[src/rtl/mem_arbiter_pkg.sv]
// Shared definitions for the memory arbiter: default bus widths and the
// response-ID ownership helper.
package mem_arbiter_pkg;

   localparam int unsigned DEF_NUM_MASTERS     = 2;
   localparam int unsigned DEF_DATA_WIDTH      = 24;
   localparam int unsigned DEF_ADDRESS_WIDTH   = 32;
   localparam int unsigned DEF_MASTER_ID_WIDTH = 8;
   localparam int unsigned DEF_ID_SPAN         = 4;

   // Port index that owns a transaction ID; may be >= the port count for unowned IDs.
   function automatic int unsigned owner_of(input int unsigned id, input int unsigned span);
      return id / span;
   endfunction

endpackage

[src/rtl/mem_arbiter_rr_grant.sv]
// Combinational round-robin picker: search starts one past the last winner
// and wraps; the first valid port found wins.
module mem_arbiter_rr_grant #(
   parameter int unsigned NUM_MASTERS = 2,
   parameter int unsigned IDX_W       = $clog2(NUM_MASTERS)
) (
   input  logic [NUM_MASTERS-1:0] valid,
   input  logic [IDX_W-1:0]       last,
   output logic [IDX_W-1:0]       winner,
   output logic                   any
);

   // Walk ports in rotating priority order, keep the first valid one.
   always_comb begin
      logic [IDX_W-1:0] v_idx;
      winner = '0;
      any    = 1'b0;
      for (int unsigned k = 1; k <= NUM_MASTERS; k++) begin
         v_idx = IDX_W'((32'(last) + k) % NUM_MASTERS);
         if (!any && valid[v_idx]) begin
            winner = v_idx;
            any    = 1'b1;
         end
      end
   end

endmodule

[src/rtl/mem_arbiter.sv]
// N:1 round-robin MemoryBus arbiter. Requests pass through one output
// register with full throughput; responses are demuxed combinationally back
// to the owning master by ID range.
module mem_arbiter
   import mem_arbiter_pkg::*;
#(
   parameter int unsigned NUM_MASTERS     = DEF_NUM_MASTERS,
   parameter int unsigned DATA_WIDTH      = DEF_DATA_WIDTH,
   parameter int unsigned ADDRESS_WIDTH   = DEF_ADDRESS_WIDTH,
   parameter int unsigned MASTER_ID_WIDTH = DEF_MASTER_ID_WIDTH,
   parameter int unsigned ID_SPAN         = DEF_ID_SPAN
) (
   input  logic                                          clock,
   input  logic                                          reset,
   // upstream requests
   input  logic [NUM_MASTERS-1:0][MASTER_ID_WIDTH-1:0]   umsID,
   input  logic [NUM_MASTERS-1:0][ADDRESS_WIDTH-1:0]     umsAddress,
   input  logic [NUM_MASTERS-1:0][DATA_WIDTH-1:0]        umsData,
   input  logic [NUM_MASTERS-1:0]                        umsWrite,
   input  logic [NUM_MASTERS-1:0]                        umsValid,
   output logic [NUM_MASTERS-1:0]                        umsTaken,
   // upstream responses
   output logic [NUM_MASTERS-1:0][MASTER_ID_WIDTH-1:0]   usmID,
   output logic [NUM_MASTERS-1:0][DATA_WIDTH-1:0]        usmData,
   output logic [NUM_MASTERS-1:0]                        usmValid,
   input  logic [NUM_MASTERS-1:0]                        usmTaken,
   // downstream request
   output logic [MASTER_ID_WIDTH-1:0]                    dmsID,
   output logic [ADDRESS_WIDTH-1:0]                      dmsAddress,
   output logic [DATA_WIDTH-1:0]                         dmsData,
   output logic                                          dmsWrite,
   output logic                                          dmsValid,
   input  logic                                          dmsTaken,
   // downstream response
   input  logic [MASTER_ID_WIDTH-1:0]                    dsmID,
   input  logic [DATA_WIDTH-1:0]                         dsmData,
   input  logic                                          dsmValid,
   output logic                                          dsmTaken,
   output logic                                          dropPulse
);

   localparam int unsigned IDX_W = $clog2(NUM_MASTERS);

   typedef struct packed {
      logic [MASTER_ID_WIDTH-1:0] id;
      logic [ADDRESS_WIDTH-1:0]   address;
      logic [DATA_WIDTH-1:0]      data;
      logic                       write;
   } req_t;

   typedef struct packed {
      logic [MASTER_ID_WIDTH-1:0] id;
      logic [DATA_WIDTH-1:0]      data;
   } rsp_t;

   req_t                   r_dms;
   logic                   r_dms_valid;
   logic [IDX_W-1:0]       r_last;
   logic                   r_drop;

   logic                   w_load;
   logic                   w_any;
   logic [IDX_W-1:0]       w_winner;
   req_t                   w_req;
   rsp_t                   w_rsp;
   int unsigned            w_owner;
   logic                   w_owned;
   logic [IDX_W-1:0]       w_owner_idx;
   logic [NUM_MASTERS-1:0] w_sel;

   // Register may be (re)loaded when empty or when its contents leave this cycle.
   assign w_load = !r_dms_valid || dmsTaken;

   mem_arbiter_rr_grant #(
      .NUM_MASTERS (NUM_MASTERS),
      .IDX_W       (IDX_W)
   ) u_rr_grant (
      .valid  (umsValid),
      .last   (r_last),
      .winner (w_winner),
      .any    (w_any)
   );

   // Accept only the winner, and only when the output register can load.
   always_comb begin
      umsTaken = '0;
      if (w_load && w_any) begin
         umsTaken = NUM_MASTERS'(1) << w_winner;
      end
   end

   // Gather the winner's request fields.
   always_comb begin
      w_req.id      = umsID[w_winner];
      w_req.address = umsAddress[w_winner];
      w_req.data    = umsData[w_winner];
      w_req.write   = umsWrite[w_winner];
   end

   // Output request register and round-robin pointer; reset puts port 0 first.
   always_ff @(posedge clock or negedge reset) begin
      if (!reset) begin
         r_dms       <= '0;
         r_dms_valid <= 1'b0;
         r_last      <= IDX_W'(NUM_MASTERS - 1);
      end else if (w_load) begin
         if (w_any) begin
            r_dms       <= w_req;
            r_dms_valid <= 1'b1;
            r_last      <= w_winner;
         end else begin
            r_dms_valid <= 1'b0;
         end
      end
   end

   assign dmsID      = r_dms.id;
   assign dmsAddress = r_dms.address;
   assign dmsData    = r_dms.data;
   assign dmsWrite   = r_dms.write;
   assign dmsValid   = r_dms_valid;

   // Decode the response owner; out-of-range IDs select no port.
   always_comb begin
      w_rsp.id    = dsmID;
      w_rsp.data  = dsmData;
      w_owner     = owner_of(32'(dsmID), ID_SPAN);
      w_owned     = w_owner < NUM_MASTERS;
      w_owner_idx = IDX_W'(w_owner);
      w_sel       = w_owned ? (NUM_MASTERS'(1) << w_owner_idx) : '0;
   end

   // Payload is broadcast; only the owner sees valid. Unowned responses are sunk.
   always_comb begin
      usmID    = {NUM_MASTERS{w_rsp.id}};
      usmData  = {NUM_MASTERS{w_rsp.data}};
      usmValid = w_sel & {NUM_MASTERS{dsmValid}};
      dsmTaken = w_owned ? |(usmTaken & w_sel) : 1'b1;
   end

   // Flag a discarded unowned response one cycle after it is consumed.
   always_ff @(posedge clock or negedge reset) begin
      if (!reset) begin
         r_drop <= 1'b0;
      end else begin
         r_drop <= dsmValid && !w_owned;
      end
   end

   assign dropPulse = r_drop;

endmodule

[config.mk]
export PLATFORM = sky130hd
export DESIGN_NAME = mem_arbiter
export DESIGN_NICKNAME = d
export VERILOG_FILES = /design/src/rtl/mem_arbiter_pkg.sv /design/src/rtl/mem_arbiter_rr_grant.sv /design/src/rtl/mem_arbiter.sv
export SDC_FILE = /design/constraint.sdc
export NUM_CORES = 1
export LEC_CHECK = 0
export CORE_AREA = 5 5 116 118
export CTS_CLUSTER_DIAMETER = 50
export DETAILED_ROUTE_END_ITERATION = 8
export DIE_AREA = 0 0 121 123
export PLACE_DENSITY_LB_ADDON = 0.1
export SYNTH_ARGS = -nofsm -noshare
export SYNTH_HDL_FRONTEND = slang
export SYNTH_HIERARCHICAL = 1
export SYNTH_SLANG_ARGS = --single-unit
[constraint.sdc]
create_clock -name clock -period 3.29 [get_ports clock]
set_input_delay 0.4935 -clock clock [delete_from_list [all_inputs] [get_ports clock]]
set_output_delay 0.4935 -clock clock [all_outputs]
set_load 0.01 [all_outputs]
Word-level counts from Yosys, hierarchy flattened
Cells that the tools add are included.

word-level totals
  bits in registers = 68
  output and inout port bits = 136
  word-level logic and storage cells = 46

operators by class
  add/subtract/negate cells = 2
  order comparisons = 4
  shift-type cells = 2
  mux-type cells = 20
  bitwise operators = 2
  reduce and logical (&&, ||, !) cells = 9

operator list
  operator             number
  $mux 32              2
  $mux 24              2
  $mux 8               2
  $mux 1               12
  $lt 1x2->1 const B   3
  $lt 6x2->1 const B   1
  $and 2x2->2          2
  $mux 2               2
  $shl 1x1->2 const A  2
  $logic_and 1x1->1    3
  $logic_not 1->1      3
  $add 1x1->1 const B  2
  $reduce_and 2->1     1
  $reduce_or 2->1      1
  $logic_or 1x1->1     1

Longest topological paths before layout
  word-level depth = 9
  depth in mapped cells = 6
  depth with buffers taken out = 3

Modules after synthesis
Netlist, hierarchy kept.

modules (own cells, without submodules)
  module                times used  cells an instance  area an instance (µm²)  sequential area each (µm²)
  mem_arbiter           1           378                3854.9                  1702.9
  mem_arbiter_rr_grant  1           2                  13.8                    0.0

Worst setup path before layout
Ideal clock, no wire load.

  path type = input-to-output
  start point = input dsmID[6]
  end point = output usmValid[0]
  arrival = 1.381 ns
  data required time = 2.796 ns
  path slack = 1.415 ns
  cell stages on the path = 2
  path buffers = 0
  path through = or4_4 nor4b_2

on the way
  longest elaborated chain between the ends = 3

ends and longest elaborated chain
  what         RTL line            source
  from (decl)  mem_arbiter.sv:35   input logic [MASTER_ID_WIDTH-1:0] dsmID,
  $lt 6x2->1   mem_arbiter.sv:128  w_owned = w_owner < NUM_MASTERS;
  $mux 2       mem_arbiter.sv:130  w_sel = w_owned ? (NUM_MASTERS'(1) << w_owner_idx) : '0;
  $and 2x2->2  mem_arbiter.sv:137  usmValid = w_sel & {NUM_MASTERS{dsmValid}};
  to (decl)    mem_arbiter.sv:25   output logic [NUM_MASTERS-1:0] usmValid,

Every way passes these cells.

Worst setup path after layout
  start point = input dsmID[3]
  end point = output usmValid[1]

The elaborated chain is that of the path after synthesis.

==> out/results.ini <==
[final_layout]
n_antenna_cell = 0
layout-drive-gt1-share = 0.0532
regArea_sq_mm = 0.00170
area_growth_pct = 55.9
multi_input_area_sq_mm = 0.00151
fin_nets = 692
design_area_sq_mm = 0.00603
final-instance-count-excl-fill = 698
nFillCells = 1166

[yosys]
synth.avg_cell_area_sq_um = 10.2
synth_common_cells = 67 x dfrtp_1, 66 x mux2i_1, 65 x a21oi_1, 65 x a31oi_1, 65 x buf_4
yosysSeqAreaShare = 0.440
synth-edff-count = 0
yosysMostFrequentCell = dfrtp_1
synthFlopType = dfrtp_1
ys_ff_latch = 68
synth-async-reset-ratio = 1.00
syn-num-nets = 550
synth_top_cell_area_share = 0.433
ys_top_cells_by_area = dfrtp_1 43%, mux2i_1 17%, buf_4 13%, a31oi_1 11%, a21oi_1 8.4%
synthCells = 380
synth_area_sq_mm = 0.00387
ys_types = 20
yosysTopAreaCell = dfrtp_1
yosys_warnings = 6

[routing]
vias = 3292
wl_met3_mm = 1.05
antenna_left = 0
routed-wl-met2_mm = 5.00
wl_mm = 11.1
drt_first_pass_iters = 4
routed_via_density = 4.72
drt_iter0_drc = 179
routed.top_layer = met4
avgRoutedWirePerCell_um = 15.9
met1Wirelength_mm = 4.82
route.detailed.drc = 0

[global_routing]
grt_pass1_vias = 3318
grt.total_usage = 0.143
grt_max_degree = 120
grt_pass1_wl_mm = 17.0
antenna_found_initial = 0
gr-total-overflow = 0

[clock_tree]
cts_tree = done
cts_max_path_buffers = 2
postCtsSetupBuffers = 0
htreeDepth = 3
cts_hold_buf = 0
cts_resized = 0
cts.sinks = 68
root_buffer = clkbuf_16
cts.reportedPaths.clkPinSlew_ns = 0.05
clock_latency_ns = 0.32
cts_buffers = 9

[critical_path]
crit_start = dsmID[3]
path_max_fanout = 3
worstPathArrival_ns = 2.31
endpoint_kind = output port
startpoint_type = primary input
critPathRequiredTime_ns = 2.80
critical_path_class = in2out
worst_r2r_startpoint = dmsValid

[sta]
period_share = 0.852
hold_viol_final = 0
setup_violations = 0
setup_tns_ns = 0
tightest_slew_ns = 1.14
maxSlewHeadroom = 0.237
slew_violations = 0
rsz0062_at_grt = no
fmax_ghz = 0.357
whs_ns = 0.279
fin_crit_ns = 2.80
worst_clock_skew_ns = 0.00406

[die]
start_util = 0.313
core.rowCount = 41
core_area_sq_mm = 0.0124
boundaryPins = 306
die_area_sq_mm = 0.0149
dieHeight_um = 123
die_x_um = 121

[power]
leakagePower_nw = 2.41
vdd_drop_max_v = 0.000199
p_per_area_mw_per_mm2 = 461
p_total_mw = 2.78

[placed_design]
numPortBuffers = 227
routabilityCongestion = 0.707
place_area_sq_mm = 0.00574
dp_hpwl_mm = 8.26
dp.cells = 683

[run_status]
status = finished clean

[flow_run]
drv_cap = 0

[hold_path]
hold_path.class = in2async

[routing by layer]
| layer | vias to the layer above | track usage |
|---|---|---|
| met4 | 0 | 0.0574 |
| met1 | 1485 | 0.183 |
| met3 | 27 | 0.0480 |
| met5 | - | 0 |
| met2 | 170 | 0.223 |
| li1 | 1610 | - |
[critical path, cell delays in order]
cell and delay [ns]:
clkdlybuf4s50_1 0.45, or4_4 0.55, nor2_2 0.13, and3_1 0.16, clkdlybuf4s50_1 0.53
[cell usage in the layout (no fill, tap or decap), drive strengths merged]
master	instances
clkdlybuf4s50	226
dfrtp	67
mux2i	66
a21oi	65
a31oi	65
clkbuf	14
buf	7
nand2	2
and3	2
nand2b	2
nor2	2
or4	1
nor4b	1
nor2b	1
a21o	1
clkinv	1
dfstp	1
or2	1
a21boi	1
[registers in the layout, indices dropped and copies added (netlist names)]
| register | count |
|---|---|
| dmsData | 24 |
| dropPulse | 1 |
| r_last | 1 |
| dmsAddress | 32 |
| dmsID | 8 |
| dmsValid | 1 |
| dmsWrite | 1 |
[stage by stage]
| stage | setup WS, ns | util |
|---|---|---|
| 4_1_cts | 0.476 | 0.488 |
| 5_1_grt | 0.406 | 0.488 |
| 2_1_floorplan | 1.42 | - |
| 3_3_place_gp | 0.481 | 0.465 |
| 6_report | 0.487 | 0.488 |
| 3_5_place_dp | 0.472 | 0.465 |
[area by class of cell]
cell class	instances	share of cell area
Tap cell	172	0.0357
Multi-Input combinational cell	210	0.250
Timing Repair Buffer	233	0.384
Clock buffer	14	0.0471
Sequential cell	68	0.282
Clock inverter	1	0.000830
[cells by family after synthesis]
logic type             share of synthesized area
multiplexers                               0.171
AO/OA/AOI/OAI                              0.193
buffers and inverters                      0.175
flip-flops                                 0.440
AND/OR/NAND/NOR                           0.0210
[report_power, final]
group	switching (mW)	total, mW	internal (mW)
Combinational	0.346	0.849	0.503
Clock	0.315	0.901	0.586
Sequential	0.0673	1.03	0.966
[worst paths after layout]
kind / endpoint / slack, ns / cells after the start
worst min-delay path: dmsData[0] / 0.28 / 1
max in group asynchronous: dmsAddress[10] / 2.46 / 1
min in group clock: r_last / 0.53 / 1
worst max register to register: dmsData[16] / 1.31 / 4
worst max-delay path: usmValid[1] / 0.49 / 5
worst min register to register: r_last / 0.53 / 1
Power figures use the tool's default switching activity.
